==> src/rtl/lighting_ramp_ctrl.sv <==
// Purpose: soft-start/soft-stop lamp-count and shade-level ramp controller fed by a valid/ready request.
// Latency: LOAD on the cycle after accept; ramp steps every RAMP_DIV cycles, done pulses the cycle after the last step.
// Backpressure: req_ready low in LOAD/DONE; an accept during RAMP retargets. Macro LRC_GRADUAL_EN enables ramping (else direct jump).
module lighting_ramp_ctrl #(
  parameter int LAMPS    = 16,
  parameter int CW       = $clog2(LAMPS + 1),
  parameter int SW       = 4,
  parameter int RAMP_DIV = 4
) (
  input  logic              clk,
  input  logic              rst_n,
  input  logic              req_valid,
  output logic              req_ready,
  input  logic [CW-1:0]     req_lamps,
  input  logic [SW-1:0]     req_shade,
  output logic [CW-1:0]     lightnum,
  output logic [LAMPS-1:0]  lightstate,
  output logic [SW-1:0]     wshade,
  output logic              busy,
  output logic              done
);

  typedef enum logic [1:0] {IDLE, LOAD, RAMP, DONE} state_t;

  localparam logic [CW-1:0] LAMPS_MAX = CW'(LAMPS);

  // A zero divider has no meaningful tick period; keep the parameter referenced in every build.
  if (RAMP_DIV < 1) begin : g_bad_ramp_div
  end

  state_t         state, state_nxt;
  logic [CW-1:0]  lamps_nxt, tgt_lamps, tgt_lamps_nxt;
  logic [SW-1:0]  shade_nxt, tgt_shade, tgt_shade_nxt;
  logic [CW-1:0]  req_lamps_clamped;
  logic           accept;

  assign accept            = req_valid & req_ready;
  assign req_lamps_clamped = (req_lamps > LAMPS_MAX) ? LAMPS_MAX : req_lamps;

`ifdef LRC_GRADUAL_EN
  localparam int            PW         = (RAMP_DIV > 1) ? $clog2(RAMP_DIV) : 1;
  localparam logic [PW-1:0] PRESC_LAST = PW'(RAMP_DIV - 1);

  logic [PW-1:0]  presc, presc_nxt;
  logic [CW-1:0]  lamps_step;
  logic [SW-1:0]  shade_step;

  // One unit toward each target; an axis at its target holds, so no overshoot or wrap.
  always_comb begin
    lamps_step = lightnum;
    shade_step = wshade;
    if (lightnum < tgt_lamps)      lamps_step = lightnum + 1'b1;
    else if (lightnum > tgt_lamps) lamps_step = lightnum - 1'b1;
    if (wshade < tgt_shade)        shade_step = wshade + 1'b1;
    else if (wshade > tgt_shade)   shade_step = wshade - 1'b1;
  end

  // Prescaler register: only ticks while ramping, cleared by LOAD.
  always_ff @(posedge clk or negedge rst_n) begin
    if (!rst_n) presc <= '0;
    else        presc <= presc_nxt;
  end
`endif

  // Next-state and datapath updates; targets are captured on the accepting edge itself.
  always_comb begin
    state_nxt     = state;
    lamps_nxt     = lightnum;
    shade_nxt     = wshade;
    tgt_lamps_nxt = tgt_lamps;
    tgt_shade_nxt = tgt_shade;
`ifdef LRC_GRADUAL_EN
    presc_nxt     = presc;
`endif
    unique case (state)
      IDLE: begin
        if (accept) begin
          tgt_lamps_nxt = req_lamps_clamped;
          tgt_shade_nxt = req_shade;
          state_nxt     = LOAD;
        end
      end
      LOAD: begin
`ifdef LRC_GRADUAL_EN
        presc_nxt = '0;
        if (lightnum == tgt_lamps && wshade == tgt_shade) state_nxt = DONE;
        else                                              state_nxt = RAMP;
`else
        lamps_nxt = tgt_lamps;
        shade_nxt = tgt_shade;
        state_nxt = DONE;
`endif
      end
      RAMP: begin
`ifdef LRC_GRADUAL_EN
        // A new request wins over a coincident tick; ramping resumes from the current values.
        if (accept) begin
          tgt_lamps_nxt = req_lamps_clamped;
          tgt_shade_nxt = req_shade;
          state_nxt     = LOAD;
        end else if (presc == PRESC_LAST) begin
          presc_nxt = '0;
          lamps_nxt = lamps_step;
          shade_nxt = shade_step;
          if (lamps_step == tgt_lamps && shade_step == tgt_shade) state_nxt = DONE;
        end else begin
          presc_nxt = presc + 1'b1;
        end
`else
        state_nxt = IDLE;
`endif
      end
      DONE:    state_nxt = IDLE;
      default: state_nxt = IDLE;
    endcase
  end

  // State, current outputs and latched targets.
  always_ff @(posedge clk or negedge rst_n) begin
    if (!rst_n) begin
      state     <= IDLE;
      lightnum  <= '0;
      wshade    <= '0;
      tgt_lamps <= '0;
      tgt_shade <= '0;
    end else begin
      state     <= state_nxt;
      lightnum  <= lamps_nxt;
      wshade    <= shade_nxt;
      tgt_lamps <= tgt_lamps_nxt;
      tgt_shade <= tgt_shade_nxt;
    end
  end

  // Thermometer lamp enables derived from the registered count.
  always_comb begin
    lightstate = '0;
    for (int i = 0; i < LAMPS; i++) lightstate[i] = (32'(i) < 32'(lightnum));
  end

  // Status decoded from the state register.
  always_comb begin
    req_ready = (state == IDLE) || (state == RAMP);
    busy      = (state == LOAD) || (state == RAMP);
    done      = (state == DONE);
  end

endmodule

==> config.mk <==
export PLATFORM = sky130hd
export DESIGN_NAME = lighting_ramp_ctrl
export DESIGN_NICKNAME = d
export VERILOG_FILES = /design/src/rtl/lighting_ramp_ctrl.sv
export SDC_FILE = /design/constraint.sdc
export NUM_CORES = 1
export LEC_CHECK = 0
export BUFFER_PORTS_ARGS = -buffer_cell sky130_fd_sc_hd__clkbuf_2
export CORE_MARGIN = 2
export CORE_UTILIZATION = 47
export CTS_CLUSTER_SIZE = 8
export DETAILED_ROUTE_END_ITERATION = 6
export PLACE_DENSITY = 0.78
export SYNTH_ARGS = -nofsm -noshare
export SYNTH_HDL_FRONTEND = slang
export SYNTH_SLANG_ARGS = --single-unit
==> constraint.sdc <==
create_clock -name clk -period 1.65 [get_ports clk]
set_clock_uncertainty 0.05 [all_clocks]
set_input_delay 0.2475 -clock clk [delete_from_list [all_inputs] [get_ports clk]]
set_output_delay 0.2475 -clock clk [all_outputs]
set_load 0.05 [all_outputs]
==> impl_metrics.py, run 1 <==
metrics = {
    "detailed_routing": {
        "dr_total_vias": 782,
        "firstDrtPassIters": 5,
        "route.detailed.drc": 0,
        "drt_iter0_markers": 6,
        "ant_nets": 0,
        "drt_wl_total_um": 2230,
        "wl_per_cell_um": 13.8,
        "vias_per_cell": 4.86,
    },
    "critical_path": {
        "crit_start": "lightnum[4]",
        "crit_cells": 3,
        "path_buf_inv": 1,
        "end_kind": "output port",
        "r2r-start": "state[1]",
        "critPathKind": "register to output port",
        "crit_chain": "or4_4 -> or2_4 -> buf_8",
        "worstRegToRegCells": 5,
        "slowest_delay_ns": 0.53,
        "cp_data_arrival_time_ns": 1.64,
        "cp.required_ns": 1.35,
        "start_kind": "register",
        "critPathSlowestCell": "or4_4",
        "cp_max_fo": 2,
        "crit_family": "simple AND/OR/NAND/NOR gates",
    },
    "cts": {
        "tritoncts": "yes",
        "clockRootBuffer": "clkbuf_4",
        "clk_pin_slew_ns": 0.10,
        "clock_tree.buffer_depth": 2,
        "clk_latency_ns": 0.29,
        "h-tree-depth": 1,
        "clock_sinks": 20,
        "cts_inserted_buffers": 3,
    },
    "placed_design": {
        "pre_cts_ws_ns": -0.0249,
        "dpl.hpwl_um": 1440,
        "port_buffers": 39,
        "place_congestion": 0.653,
    },
    "global_route": {
        "grt_pass1_vias": 815,
        "antenna_found_initial": 0,
        "grt_pass1_wl_um": 3420,
        "grtUsageTotal_pct": 17.8,
        "overflow": 0,
        "grt_max_degree": 21,
    },
    "layout": {
        "fin_nets": 152,
        "syn_to_final_growth_pct": 56.0,
        "antenna_cells": 0,
        "layout-drive-gt1-share_pct": 72.4,
        "area.sequential_um2": 505,
        "multiInputGateArea_um2": 529,
        "final_common_cell": "clkbuf_2",
        "mostFrequentLayoutCells": "clkbuf_2, mux2_2, dfrtp_1",
        "nFillCells": 128,
    },
    "worst_hold_path": {
        "hold_start": "req_shade[1]",
        "hold_path_class": "input port to register",
        "holdPathStages": 2,
    },
    "sta": {
        "final_hold_viol_count": 0,
        "fmax_mhz": 516,
        "setup_violations": 9,
        "setup_ws_ns": -0.289,
        "slew-limit-headroom_pct": 68.5,
        "period_needed_ns": 1.94,
        "rsz0062_at_grt": "yes",
        "worstMarginPinSlew_ns": 0.473,
        "drv_slew": 0,
        "fin_crit_sh_pct": 118,
    },
    "floorplan": {
        "row_count": 16,
        "initial_utilization_pct": 50.3,
        "ios": 40,
        "die-area_mm2": 0.00250,
        "die_h_um": 50.0,
        "dieWidth_um": 50.0,
        "core-area_mm2": 0.00198,
    },
    "yosys": {
        "postSynthCellCount": 83,
        "syn_area_um2": 996,
        "synth_fp_nets": 100,
        "synth-warning-count": 0,
        "ys_seq_area_share_pct": 50.3,
        "synthDistinctLibCells": 22,
        "ys_ff_latch": 20,
        "syn_avg_cell_area_um2": 12.0,
    },
    "outcome": {
        "failed_checks": "negative setup slack",
        "status": "finished, violations left",
    },
    "flow_run": {
        "drv_cap": 0,
    },
}
## metrics by stage
step,setup TNS [ns],cell area (µm²),hold slack (ns),util (%),cells
2_1_floorplan,-1.31,1050,-0.0981,-,83
3_3_place_gp,-0.0135,1300,0.167,65.8,152
3_5_place_dp,-0.0249,1300,0.172,65.8,152
4_1_cts,-1.23,1510,0.123,76.1,160
5_1_grt,-1.63,1550,0.125,78.4,161
6_report,-1.02,1550,0.123,78.4,161
## cells in the mapped netlist
cell      number  area share (%)
o22a_1         1            0.88
nor2_1         3             1.1
inv_1          3             1.1
buf_2          2             1.0
or2_2          1            0.63
nand3_1        1            0.50
dfrtp_1       20              50
mux2_2        19              21
nand2b_1       4             2.5
buf_6          1             1.1
o21bai_1       2             1.5
or2_1          1            0.63
or3_1          1            0.63
ha_1           5             6.3
a21oi_1        2             1.0
nand2_1        7             2.6
o21ai_0        2             1.0
nor2b_1        4             2.5
or4_4          1             1.1
a31o_2         1            0.88
clkbuf_1       1            0.38
buf_4          1            0.75
## cell families after synthesis
logic type	count (synthesis)	synth area share, %
mux	19	21.5
simple gates	23	12.3
compound gates	8	5.28
buf+inv	8	4.40
fa+ha+maj	5	6.28
flops	20	50.3
## final cells by class
type	instances	share of cell area, %
Clock buffer	4	2.33
Sequential cell	20	32.5
Tap cell	27	2.17
Multi-Input combinational cell	55	34.1
Timing Repair Buffer	52	28.2
Inverter	3	0.725
## layer usage
layer / vias to the layer above / share of wire (%) / track usage [%]
li1: 385 / - / -
met1: 363 / 40 / 19.6
met2: 32 / 54 / 34.2
met3: 2 / 5.7 / 3.64
met4: 0 / 0.63 / 4.17
met5: - / 0 / 0
## path summary, 6_finish.rpt
kind,end,slack (ns)
max in group asynchronous,lightnum[2],0.82
worst max-delay path,lightstate[0],-0.29
worst max register to register,tgt_lamps[1],0.27
worst min register to register,wshade[2],0.46
worst min-delay path,tgt_shade[1],0.12
min in group asynchronous,tgt_shade[2],0.38
## repair_timing
| action | in CTS | in global routing |
|---|---|---|
| pin swaps | 0 | 1 |
| endpoints found under the hold margin | 20 | 0 |
| gates cloned | 0 | 0 |
| endpoints found under the setup margin | 15 | 16 |
| gates resized for setup | 30 | 27 |
| hold buffers | 1 | 0 |
| buffers inserted | 3 | 1 |
## registers in the layout, summed over array words and instances, names as in the netlist
register	cells
lightnum	5
state	2
wshade	4
tgt_shade	4
tgt_lamps	5
Power of run 1 is not shown: default switching activity piles up to over one toggle a cycle in this logic, so the estimate is an artifact.
==> run 2: changes to the inputs <==
--- a/config.mk
+++ b/config.mk
@@ -5,7 +5,9 @@
 export SDC_FILE = /design/constraint.sdc
 export NUM_CORES = 1
 export LEC_CHECK = 0
+export ABC_AREA = 1
 export BUFFER_PORTS_ARGS = -buffer_cell sky130_fd_sc_hd__clkbuf_2
+export CORE_ASPECT_RATIO = 0.8
 export CORE_MARGIN = 2
 export CORE_UTILIZATION = 47
 export CTS_CLUSTER_SIZE = 8
==> run 2 against run 1 <==
Effect of this change:
- the run still ends with negative setup slack left
- sequential share of layout area decreased by 0.81 points
- final cell count is 27% higher
- wire length grew 12%
- global-route usage is 2.3 points higher
- worst hold slack got worse by 0.010 ns
- flip-flop and latch count stayed put
- critical path type unchanged
==> impl_metrics.py, run 2 <==
metrics = {
    "detailed_routing": {
        "wl_per_cell_um": 12.2,
        "ant_nets": 0,
        "vias_per_cell": 4.93,
        "drt_iter0_markers": 26,
        "route.detailed.drc": 0,
        "dr_total_vias": 1005,
        "firstDrtPassIters": 4,
        "drt_wl_total_um": 2490,
    },
    "floorplan": {
        "dieWidth_um": 56.1,
        "ios": 40,
        "core-area_mm2": 0.00210,
        "die_h_um": 45.7,
        "row_count": 15,
        "initial_utilization_pct": 48.5,
        "die-area_mm2": 0.00256,
    },
    "sta": {
        "period_needed_ns": 1.80,
        "drv_slew": 0,
        "finalSetupTns_ns": -0.522,
        "final_hold_viol_count": 0,
        "fin_crit_sh_pct": 109,
        "fmax_mhz": 555,
        "setup_violations": 6,
        "slew-limit-headroom_pct": 69.2,
        "worstMarginPinSlew_ns": 0.462,
        "setup_ws_ns": -0.151,
        "rsz0062_at_grt": "yes",
    },
    "cts": {
        "clock_sinks": 20,
        "clock_tree.buffer_depth": 2,
        "tritoncts": "yes",
        "clk_latency_ns": 0.29,
        "h-tree-depth": 1,
        "clockRootBuffer": "clkbuf_4",
        "cts_inserted_buffers": 3,
        "clk_pin_slew_ns": 0.11,
    },
    "global_route": {
        "antenna_found_initial": 0,
        "grt_max_degree": 21,
        "grt_pass1_wl_um": 3940,
        "grt_pass1_vias": 914,
        "overflow": 0,
        "grtUsageTotal_pct": 20.1,
    },
    "yosys": {
        "syn_area_mm2": 0.00102,
        "ys_top_cells_by_area": "dfrtp_1, nand2_1, ha_1",
        "synthDistinctLibCells": 17,
        "synth_commonest_cells": "nand2_1, dfrtp_1, inv_1",
        "synth-warning-count": 0,
        "synthFlopType": "dfrtp_1",
        "synth_most_common_cell": "nand2_1",
        "synth-async-reset-ratio_pct": 100,
        "synth_top_cell_area_share_pct": 49.1,
        "ys_ff_latch": 20,
        "ys_seq_area_share_pct": 49.1,
        "synth_fp_nets": 145,
        "postSynthCellCount": 128,
        "syn_avg_cell_area_um2": 7.97,
        "synth_top_cell_by_area": "dfrtp_1",
        "synth_edf_count": 0,
    },
    "outcome": {
        "failed_checks": "negative setup slack",
        "status": "finished, violations left",
    },
    "critical_path": {
        "end_kind": "output port",
        "slowest_delay_ns": 0.43,
        "cp_max_fo": 6,
        "crit_chain": "nor2_4 -> clkinvlp_4 -> nor2_4 -> inv_1 -> buf_8",
        "critPathKind": "register to output port",
        "start_kind": "register",
        "critPathSlowestCell": "dfrtp_2",
        "worstRegToRegCells": 8,
        "cp.required_ns": 1.35,
        "cp_data_arrival_time_ns": 1.50,
        "crit_top_cell": "nor2_4",
    },
    "layout": {
        "mostFrequentLayoutCells": "nand2_1, clkbuf_2, dfrtp_1",
        "syn_to_final_growth_pct": 56.7,
        "fin_cells": 204,
        "final_common_cell": "nand2_1",
        "antenna_cells": 0,
        "fin_nets": 197,
        "reg.largest.list": "lightnum x5, tgt_lamps x5",
        "nFillCells": 156,
        "layout-drive-gt1-share_pct": 50.3,
    },
    "worst_hold_path": {
        "hold_path_class": "input port to register",
        "holdPathStages": 3,
    },
    "placed_design": {
        "dpl.hpwl_um": 1740,
        "port_buffers": 39,
        "place_congestion": 0.847,
        "placedCellCount": 192,
        "pre_cts_ws_ns": 0.0744,
    },
    "flow_run": {
        "drv_cap": 0,
    },
}
## run 2: repair_timing
item | CTS | global route
hold endpoints to repair | 20 | 0
setup endpoints to repair | 11 | 15
buffers inserted | 6 | 1
pin swaps | 1 | 4
gates resized for setup | 26 | 28
cloned | 0 | 0
hold buffers | 1 | 0
## run 2: layout make-up
cell class / instances / area (µm²) / area share, %
multi-input cells: 89 / 543 / 34.0
flip-flops and latches: 20 / 507 / 31.7
repair buffers: 51 / 394 / 24.7
inverters: 15 / 70.1 / 4.39
well taps: 25 / 31.3 / 1.96
clock inverters: 1 / 30.0 / 1.88
clock buffers: 3 / 22.5 / 1.41
## run 2: cells by family after synthesis
kind of cell	Yosys count	share of synthesized area [%]
flops	20	49.1
fa+ha+maj	5	6.13
simple gates	71	29.3
buf+inv	19	8.34
compound gates	13	7.12
## run 2: stage by stage
| step | cell area (µm²) | hold slack, ns | utilization, % |
|---|---|---|---|
| 6_report | 1600 | 0.113 | 76.0 |
| 5_1_grt | 1600 | 0.112 | 76.0 |
| 4_1_cts | 1540 | 0.113 | 73.3 |
| 2_1_floorplan | 1100 | -0.0981 | - |
| 3_5_place_dp | 1330 | 0.170 | 63.1 |
| 3_3_place_gp | 1330 | 0.169 | 63.1 |
## run 2: routing by layer
layer | GRT usage [%] | routed length, µm
met1 | 25.2 | 1060
met2 | 35.3 | 1250
met3 | 2.84 | 143
met4 | 9.52 | 41
met5 | 0 | 0
## run 2: worst max-delay path: cells and delay by family (launching register included)
family | cells | cell delay (ns)
DFF | 1 | 0.43
buffers and inverters | 3 | 0.40
and+or+nand+nor | 2 | 0.38
## run 2: final timing paths
kind / startpoint / slack [ns] / to
worst max-delay path: lightnum[3] / -0.15 / lightstate[1]
worst min-delay path: req_shade[2] / 0.11 / tgt_shade[2]
worst max register to register: state[1] / 0.16 / tgt_shade[3]
worst min register to register: wshade[0] / 0.43 / wshade[0]
max in group asynchronous: rst_n / 0.82 / lightnum[4]
min in group asynchronous: rst_n / 0.39 / wshade[3]
Power of run 2 is left out for the same reason.
==> run 3: changes to the inputs <==
--- a/config.mk
+++ b/config.mk
@@ -13,6 +13,7 @@
 export CTS_CLUSTER_SIZE = 8
 export DETAILED_ROUTE_END_ITERATION = 6
 export PLACE_DENSITY = 0.78
+export RECOVER_POWER = 50
 export SYNTH_ARGS = -nofsm -noshare
 export SYNTH_HDL_FRONTEND = slang
 export SYNTH_SLANG_ARGS = --single-unit
==> run 3 against run 2 <==
Effect of this change:
- the run still ends with negative setup slack left
- die area is the same
- final area shrank 0.63%
- register-to-register slack lost 0.05 ns
- setup slack worse by 0.0048 ns
- core utilization is 0.48 points lower
- wire length increased by 0.20%
- critical path depth is the same
- largest cell class unchanged
==> impl_metrics.py, run 3 (synthesis results as in run 2) <==
metrics = {
    "sta": {
        "rsz0062_at_grt": "yes",
        "worstMarginPinSlew_ns": 1.00,
        "drv_slew": 0,
        "setup_violations": 6,
        "fin_crit_sh_pct": 109,
        "fmax_mhz": 554,
        "final_hold_viol_count": 0,
        "slew-limit-headroom_pct": 33.3,
        "whs_ns": 0.113,
        "setup_ws_ns": -0.155,
        "period_needed_ns": 1.81,
    },
    "global_route": {
        "top_usage_layer": "met2",
        "overflow": 0,
        "grt.met1_usage_pct": 25.2,
        "grt_pass1_wl_um": 3940,
        "grt_max_degree": 21,
        "met2_usage_pct": 35.3,
        "grt_pass1_vias": 914,
        "grtUsageMet3_pct": 2.84,
        "antenna_found_initial": 0,
        "grtUsageTotal_pct": 20.1,
    },
    "detailed_routing": {
        "vias_per_cell": 4.92,
        "wl_per_cell_um": 12.2,
        "drt_wl_total_um": 2500,
        "route.detailed.drc": 0,
        "drt_iter0_markers": 30,
        "ant_nets": 0,
        "dr_total_vias": 1004,
        "firstDrtPassIters": 4,
    },
    "floorplan": {
        "ios": 40,
        "row_count": 15,
        "die-area_mm2": 0.00256,
        "die_h_um": 45.7,
        "core-area_mm2": 0.00210,
        "dieWidth_um": 56.1,
        "initial_utilization_pct": 48.5,
    },
    "placed_design": {
        "place_area_mm2": 0.00133,
        "dpl.hpwl_um": 1740,
        "place_congestion": 0.847,
        "placedCellCount": 192,
        "pre_cts_ws_ns": 0.0744,
        "port_buffers": 39,
    },
    "layout": {
        "reg.largest.list": "lightnum x5, tgt_lamps x5",
        "fin_cells": 204,
        "mostFrequentLayoutCells": "nand2_1, clkbuf_2, dfrtp_1",
        "antenna_cells": 0,
        "fin_area_mm2": 0.00159,
        "layout-drive-gt1-share_pct": 46.4,
        "final_common_cell": "nand2_1",
        "fin_nets": 197,
        "syn_to_final_growth_pct": 55.7,
    },
    "cts": {
        "h-tree-depth": 1,
        "tritoncts": "yes",
        "cts_inserted_buffers": 3,
        "clock_tree.buffer_depth": 2,
        "clockRootBuffer": "clkbuf_4",
        "clk_pin_slew_ns": 0.11,
        "clock_sinks": 20,
        "clk_latency_ns": 0.29,
    },
    "worst_hold_path": {
        "hold_path_class": "input port to register",
    },
    "outcome": {
        "failed_checks": "negative setup slack",
        "status": "finished, violations left",
    },
    "critical_path": {
        "cp.required_ns": 1.35,
        "cp_max_fo": 6,
        "critPathKind": "register to output port",
        "end_kind": "output port",
        "cp_data_arrival_time_ns": 1.51,
        "start_kind": "register",
    },
    "flow_run": {
        "drv_cap": 0,
    },
}
-- run 3: area by class of cell --
class                   count  area (µm²)
clock buffers               3        22.5
multi-input cells          89         543
fillers                   161         514
clock inverters             1        30.0
repair buffers             51         384
well taps                  25        31.3
flip-flops and latches     20         507
inverters                  15        70.1
-- run 3: worst paths after layout --
path / start / end / slack (ns) / cells past startpoint
setup / recovery: lightnum[3] / lightstate[1] / -0.16 / 5
hold / removal: req_shade[2] / tgt_shade[2] / 0.11 / 3
setup reg to reg: state[1] / tgt_shade[3] / 0.11 / 8
hold reg to reg: wshade[0] / wshade[0] / 0.43 / 2
max in group asynchronous: rst_n / lightnum[4] / 0.29 / 2
min in group asynchronous: rst_n / wshade[1] / 0.59 / 2
-- run 3: metrics by stage --
stage / TNS, ns / utilization [%]
finish: -0.551 / 75.5
global route: -1.07 / 75.5
CTS: -0.725 / 73.3
global placement: 0 / 63.1
detailed placement: 0 / 63.1
floorplan: -0.521 / -
-- run 3: per-layer routing --
metal	vias to the layer above	wire, µm
li1	503	-
met1	453	1070
met2	44	1260
met3	4	139
met4	0	26
met5	-	0
-- run 3: repair_timing --
action | CTS | global route
hold buffers | 1 | 0
resized for setup | 26 | 28
pin swaps | 1 | 4
hold endpoints to repair | 20 | 0
cloned | 0 | 0
setup endpoints to repair | 11 | 15
buffers inserted | 6 | 1
-- run 3: worst max-delay path: stages (launching register included) --
cell and delay (ns):
dfrtp_2 0.44, nor2_4 0.23, clkinvlp_4 0.16, nor2_4 0.15, inv_1 0.09, buf_8 0.15
Power of run 3 is left out for the same reason.
